--- src/rtl/lcd_frame_sequencer.sv ---
// Full-frame RGB565 refresh over a 16-bit 8080 write bus.
// Optional LCD_BORDER_EN: border pixels are written as 0xFF0F with no fetch.
module lcd_frame_sequencer #(
  parameter int H_RES      = 320,
  parameter int V_RES      = 240,
  parameter int WR_LOW     = 1,
  parameter int WR_HIGH    = 1,
  parameter int GAP_CYCLES = 0
) (
  input  logic        clk,
  input  logic        rst,
  input  logic        en,
  output logic        pix_req,
  output logic [8:0]  pix_x,
  output logic [8:0]  pix_y,
  input  logic        pix_ack,
  input  logic [15:0] pix_data,
  output logic        frame,
  output logic        frame_done,
  output logic        busy,
  output logic [15:0] lcd_dq,
  output logic        lcd_dq_oe,
  output logic        lcd_rs,
  output logic        lcd_wr_n,
  output logic        lcd_cs_n
);

  typedef enum logic [2:0] {
    IDLE, PREAMBLE, FETCH, WRITE, GAP
  } state_t;

  localparam int WORD_LEN = WR_LOW + WR_HIGH;
  // The frame_done cycle is itself a gap cycle, so the gap is never empty
  localparam int GAP_LEN  = (GAP_CYCLES == 0) ? 1 : GAP_CYCLES;
  localparam logic [15:0] H_MAX = 16'(H_RES - 1);
  localparam logic [15:0] V_MAX = 16'(V_RES - 1);
  localparam logic [8:0]  X_MAX = 9'(H_RES - 1);
  localparam logic [8:0]  Y_MAX = 9'(V_RES - 1);

  state_t      state_q, state_d, pix_state;
  logic [15:0] cnt_q;
  logic [3:0]  word_q;
  logic [31:0] gap_q;
  logic [8:0]  x_q, y_q;
  logic [8:0]  x_nx, y_nx;
  logic [15:0] pix_q;
  logic [15:0] pre_dq;
  logic        pre_rs;
  logic        word_end, last_word, last_pix;
  logic        gap_end, next_border;

  assign word_end  = cnt_q == 16'(WORD_LEN - 1);
  assign last_word = word_q == 4'd10;
  assign last_pix  = (x_q == X_MAX) && (y_q == Y_MAX);
  assign gap_end   = gap_q == 32'(GAP_LEN - 1);

  // Coordinates of the pixel that follows the current word
  always_comb begin
    x_nx = 9'd0;
    y_nx = 9'd0;
    if (state_q == WRITE) begin
      x_nx = (x_q == X_MAX) ? 9'd0 : x_q + 9'd1;
      y_nx = (x_q == X_MAX) ? y_q + 9'd1 : y_q;
    end
  end

`ifdef LCD_BORDER_EN
  assign next_border = (x_nx == 9'd0) || (x_nx == X_MAX) ||
                       (y_nx == 9'd0) || (y_nx == Y_MAX);
`else
  assign next_border = 1'b0;
`endif

  assign pix_state = next_border ? WRITE : FETCH;

  always_ff @(posedge clk or posedge rst) begin
    if (rst) state_q <= IDLE;
    else     state_q <= state_d;
  end

  always_comb begin
    state_d = state_q;
    unique case (state_q)
      IDLE:     if (en) state_d = PREAMBLE;
      PREAMBLE: if (word_end && last_word)
                  state_d = pix_state;
      FETCH:    if (pix_ack) state_d = WRITE;
      WRITE:    if (word_end)
                  state_d = last_pix ? GAP : pix_state;
      GAP:      if (gap_end)
                  state_d = en ? PREAMBLE : IDLE;
      default:  state_d = IDLE;
    endcase
  end

  always_ff @(posedge clk or posedge rst) begin
    if (rst) begin
      cnt_q  <= '0;
      word_q <= '0;
      gap_q  <= '0;
      x_q    <= '0;
      y_q    <= '0;
      pix_q  <= '0;
    end else begin
      if ((state_q == PREAMBLE || state_q == WRITE) && !word_end)
        cnt_q <= cnt_q + 16'd1;
      else
        cnt_q <= '0;

      if (state_q != PREAMBLE)
        word_q <= '0;
      else if (word_end)
        word_q <= word_q + 4'd1;

      if (state_q == GAP) gap_q <= gap_q + 32'd1;
      else                gap_q <= '0;

      if (state_q == WRITE && word_end) begin
        x_q <= last_pix ? 9'd0 : x_nx;
        y_q <= last_pix ? 9'd0 : y_nx;
      end

      if (state_q == FETCH && pix_ack)
        pix_q <= pix_data;
`ifdef LCD_BORDER_EN
      else if (word_end && next_border && state_d == WRITE)
        pix_q <= 16'hFF0F;
`endif
    end
  end

  always_comb begin
    pre_dq = 16'h0000;
    pre_rs = 1'b1;
    unique case (word_q)
      4'd0:    begin pre_dq = 16'h002A; pre_rs = 1'b0; end
      4'd3:    pre_dq = {8'h00, H_MAX[15:8]};
      4'd4:    pre_dq = {8'h00, H_MAX[7:0]};
      4'd5:    begin pre_dq = 16'h002B; pre_rs = 1'b0; end
      4'd8:    pre_dq = {8'h00, V_MAX[15:8]};
      4'd9:    pre_dq = {8'h00, V_MAX[7:0]};
      4'd10:   begin pre_dq = 16'h002C; pre_rs = 1'b0; end
      default: ;
    endcase
  end

  always_comb begin
    pix_req    = 1'b0;
    frame      = 1'b0;
    frame_done = 1'b0;
    busy       = 1'b0;
    lcd_dq     = 16'h0000;
    lcd_dq_oe  = 1'b0;
    lcd_rs     = 1'b1;
    lcd_wr_n   = 1'b1;
    lcd_cs_n   = 1'b1;
    unique case (state_q)
      IDLE: ;
      PREAMBLE: begin
        busy      = 1'b1;
        lcd_dq_oe = 1'b1;
        lcd_cs_n  = 1'b0;
        frame     = (word_q == 4'd0) && (cnt_q == 16'd0);
        lcd_dq    = pre_dq;
        lcd_rs    = pre_rs;
        lcd_wr_n  = cnt_q >= 16'(WR_LOW);
      end
      FETCH: begin
        busy      = 1'b1;
        lcd_dq_oe = 1'b1;
        lcd_cs_n  = 1'b0;
        pix_req   = 1'b1;
        lcd_dq    = pix_q;
      end
      WRITE: begin
        busy      = 1'b1;
        lcd_dq_oe = 1'b1;
        lcd_cs_n  = 1'b0;
        lcd_dq    = pix_q;
        lcd_wr_n  = cnt_q >= 16'(WR_LOW);
      end
      GAP:     frame_done = gap_q == 32'd0;
      default: ;
    endcase
  end

  assign pix_x = x_q;
  assign pix_y = y_q;

endmodule
--- config.mk ---
export PLATFORM = sky130hd
export DESIGN_NAME = lcd_frame_sequencer
export DESIGN_NICKNAME = d
export VERILOG_FILES = /design/src/rtl/lcd_frame_sequencer.sv
export SDC_FILE = /design/constraint.sdc
export NUM_CORES = 1
export LEC_CHECK = 0
export CELL_PAD_IN_SITES_DETAIL_PLACEMENT = 1
export CELL_PAD_IN_SITES_GLOBAL_PLACEMENT = 2
export CORE_MARGIN = 2
export CORE_UTILIZATION = 32
export DETAILED_ROUTE_END_ITERATION = 10
export GPL_ROUTABILITY_DRIVEN = 0
export PLACE_DENSITY = 0.81
export SLEW_MARGIN = 10
export SYNTH_ARGS = -nofsm -noshare
export SYNTH_HDL_FRONTEND = slang
export SYNTH_SLANG_ARGS = --single-unit
--- constraint.sdc ---
create_clock -name clk -period 2.9 [get_ports clk]
set_input_delay 0.435 -clock clk [delete_from_list [all_inputs] [get_ports clk]]
set_output_delay 0.435 -clock clk [all_outputs]
set_load 0.1 [all_outputs]
==> flow_metrics.py <==
metrics = {
    "die": {
        "core_mm2": 0.01459,
        "rows": 44,
        "die_w_um": 126.6,
        "fp.dieArea_mm2": 0.01601,
        "initial_core_util_pct": 32.94,
        "io_pins": 62,
        "die-height_um": 126.6,
    },
    "pwr": {
        "p_switching_mw": 2.717,
        "pwr-share-seq_pct": 27.2,
        "p_leak_nw": 2.571,
        "p_int_mw": 3.093,
        "combPwrFrac_pct": 51.8,
        "clockPowerShare_pct": 21.0,
        "switching_share_pct": 46.77,
        "finalPower_mw": 5.810,
        "ir_drop_mv": 0.4487,
        "power_density_mw_per_mm2": 961.4,
    },
    "drt": {
        "routedWlPerCell_um": 16.04,
        "vias": 3750,
        "first_pass_iters": 4,
        "drcViolationCount": 0,
        "totalWireLength_um": 11810,
        "first_iter_violations": 165,
        "viasPerCell": 5.095,
        "ant_nets": 0,
    },
    "sta": {
        "setup_slack_ns": 0.2068,
        "max_freq_mhz": 371.3,
        "skew_ns": 0.008410,
        "drv_slew": 0,
        "tightest_slew_ns": 0.7365,
        "max_slew_margin_pct": 50.90,
        "final-hold-violation-count": 0,
        "rsz0062_at_grt": "no",
        "finalCriticalPeriod_ns": 2.693,
        "fin_crit_sh_pct": 92.87,
        "finalSetupViolations": 0,
        "timing.hold.ws_ns": 0.3759,
    },
    "final_layout": {
        "diodes": 0,
        "final_cell_mix": "88 x dfrtp_1, 74 x nor2_1, 38 x nand2_1",
        "drive_gt1_share_pct": 18.66,
        "nNetsFinal": 578,
        "syn_to_final_growth_pct": 25.75,
        "final_common_cell": "dfrtp_1",
        "final_area_mm2": 0.006043,
    },
    "global_routing": {
        "antenna_found_initial": 0,
        "grt_pass1_wl_um": 20630,
        "gr-total-overflow": 0,
        "grt_pass1_vias": 4072,
        "grt_max_degree": 72,
        "grt_usage_pct": 15.73,
    },
    "clock_network": {
        "clock_latency_ns": 0.34,
        "cts_tree": "done",
        "cts-buffers-inserted": 9,
        "clockBufferDepth": 2,
        "cts_setup_buffers": 0,
        "ctsResizeCount": 0,
        "clk_pin_slew_worst_paths_ns": 0.07,
        "postCtsHoldBufs": 0,
        "root_buffer": "clkbuf_16",
        "htreeDepth": 3,
        "clkSinkCount": 89,
    },
    "setup_path": {
        "cp.buffers_inverters": 1,
        "cp_top_family": "simple AND/OR/NAND/NOR gates",
        "crit_type": "reg2out",
        "r2r_cells": 5,
        "max_stage_delay_ns": 0.52,
        "critPathSlowestCell": "or4b_1",
        "critPathLaunchType": "flop",
        "path_cells": "nand2b_1 > or2_1 > or4b_1 > o21a_1 > o21ai_2 > buf_12",
        "r2r_end": "pix_y[4]",
        "cp_max_fo": 7,
        "r2r_slack_ns": 0.76,
        "worstPathRequired_ns": 2.47,
        "reg2reg_from": "pix_x[0]",
        "worst_setup_path_end_kind": "primary output",
        "crit_arrival_ns": 2.26,
    },
    "yosys": {
        "synth_top_area_share_pct": 46.34,
        "syn-instance-count": 490,
        "synth.yosys.seq_area_share_pct": 46.34,
        "syn_avg_cell_area_um2": 9.808,
        "synth_area_leaders": "dfrtp_1 46%, xor2_1 6.6%, nor2_1 5.8%",
        "ys_seq_elements": 89,
        "synth-edff-count": 0,
        "syn_nets": 521,
        "synthesis.yosys.warnings": 0,
        "synth.distinct_cells": 60,
        "synth_flop_cell": "dfrtp_1",
        "syn-cell-area_mm2": 0.004806,
        "post-synth-top-area-cell": "dfrtp_1",
        "async_reset_ff_share_pct": 100.0,
    },
    "place": {
        "io_buffers": 61,
        "hpwl_um": 8484,
        "dpl_cell_area_mm2": 0.005727,
        "pre_cts_ws_ns": 0.5440,
    },
    "flow_run": {
        "cap_violations": 0,
    },
    "status": {
        "run_status": "finished, final reports clean",
    },
    "hold_path": {
        "worstHoldPathType": "in2async",
    },
}
==> layout make-up <==
cell class,count,area [um2]
fillers,1624,8546
multi-input cells,367,2419
flip-flops and latches,89,2228
repair buffers,67,800.8
clock buffers,11,252.7
well taps,184,230.2
clock inverters,5,62.56
inverters,13,50.05
==> cell usage after synthesis, types with 5 or more instances <==
cell,count
a21o_1,6
a21oi_1,11
and2_1,11
and3_1,5
and4_1,6
buf_2,7
clkbuf_1,8
dfrtp_1,89
ha_1,11
inv_1,13
mux2_2,16
nand2_1,38
nand3_1,27
nand4_1,27
nor2_1,74
nor2b_1,5
nor3_1,10
nor4_1,8
o21ai_0,12
xnor2_1,13
xor2_1,36
==> registers in the layout, summed over array words and instances, names as in the netlist <==
signal and count:
state_q 3, gap_q 32, cnt_q 16, word_q 4
pix_q 16, pix_y 9, pix_x 9
==> power groups by stage <==
stage | combinational (mW) | clock [mW] | sequential [mW]
detailed placement | 3.04 | 0 | 1.60
finish | 3.01 | 1.22 | 1.58
global route | 3.16 | 1.32 | 1.61
CTS | 3.05 | 1.26 | 1.58
floorplan | 1.99 | 0 | 1.72
global placement | 3.00 | 0 | 1.59
==> per-layer routing <==
layer / vias to the layer above / GRT usage [%] / part of all wire, %
met3: 9 / 3.332 / 2.3
met4: 0 / 3.167 / 0.79
met2: 44 / 28.03 / 52
met1: 1884 / 19.71 / 45
met5: - / 0 / 0
li1: 1813 / - / -
==> logic make-up after synthesis <==
family / share of synthesized area (%)
and+or+nand+nor: 28.07
adders and majority gates: 2.864
DFF: 46.34
muxes: 4.166
AOI/OAI and AO/OA: 5.650
xor gates and xnor gates: 9.268
buffers and inverters: 3.645
==> worst max path at each step <==
stage	start	endpoint	slack, ns	depth (start not counted)
after detailed placement	state_q[2]	lcd_dq[2]	0.54	6
after floorplan	state_q[0]	lcd_cs_n	-0.32	4
after CTS	state_q[2]	lcd_dq[2]	0.17	6
after global placement	state_q[2]	lcd_dq[2]	0.56	6
final	state_q[2]	lcd_dq[2]	0.21	6
after global routing	state_q[2]	lcd_dq[2]	0.02	6
==> per-stage QoR <==
step	instances	utilization (%)	TNS (ns)
2_1_floorplan	490	-	-1.070
3_3_place_gp	720	39.25	0
3_5_place_dp	720	39.25	0
4_1_cts	736	41.42	0
5_1_grt	736	41.42	0
6_report	736	41.42	0
Power figures use the tool's default switching activity.
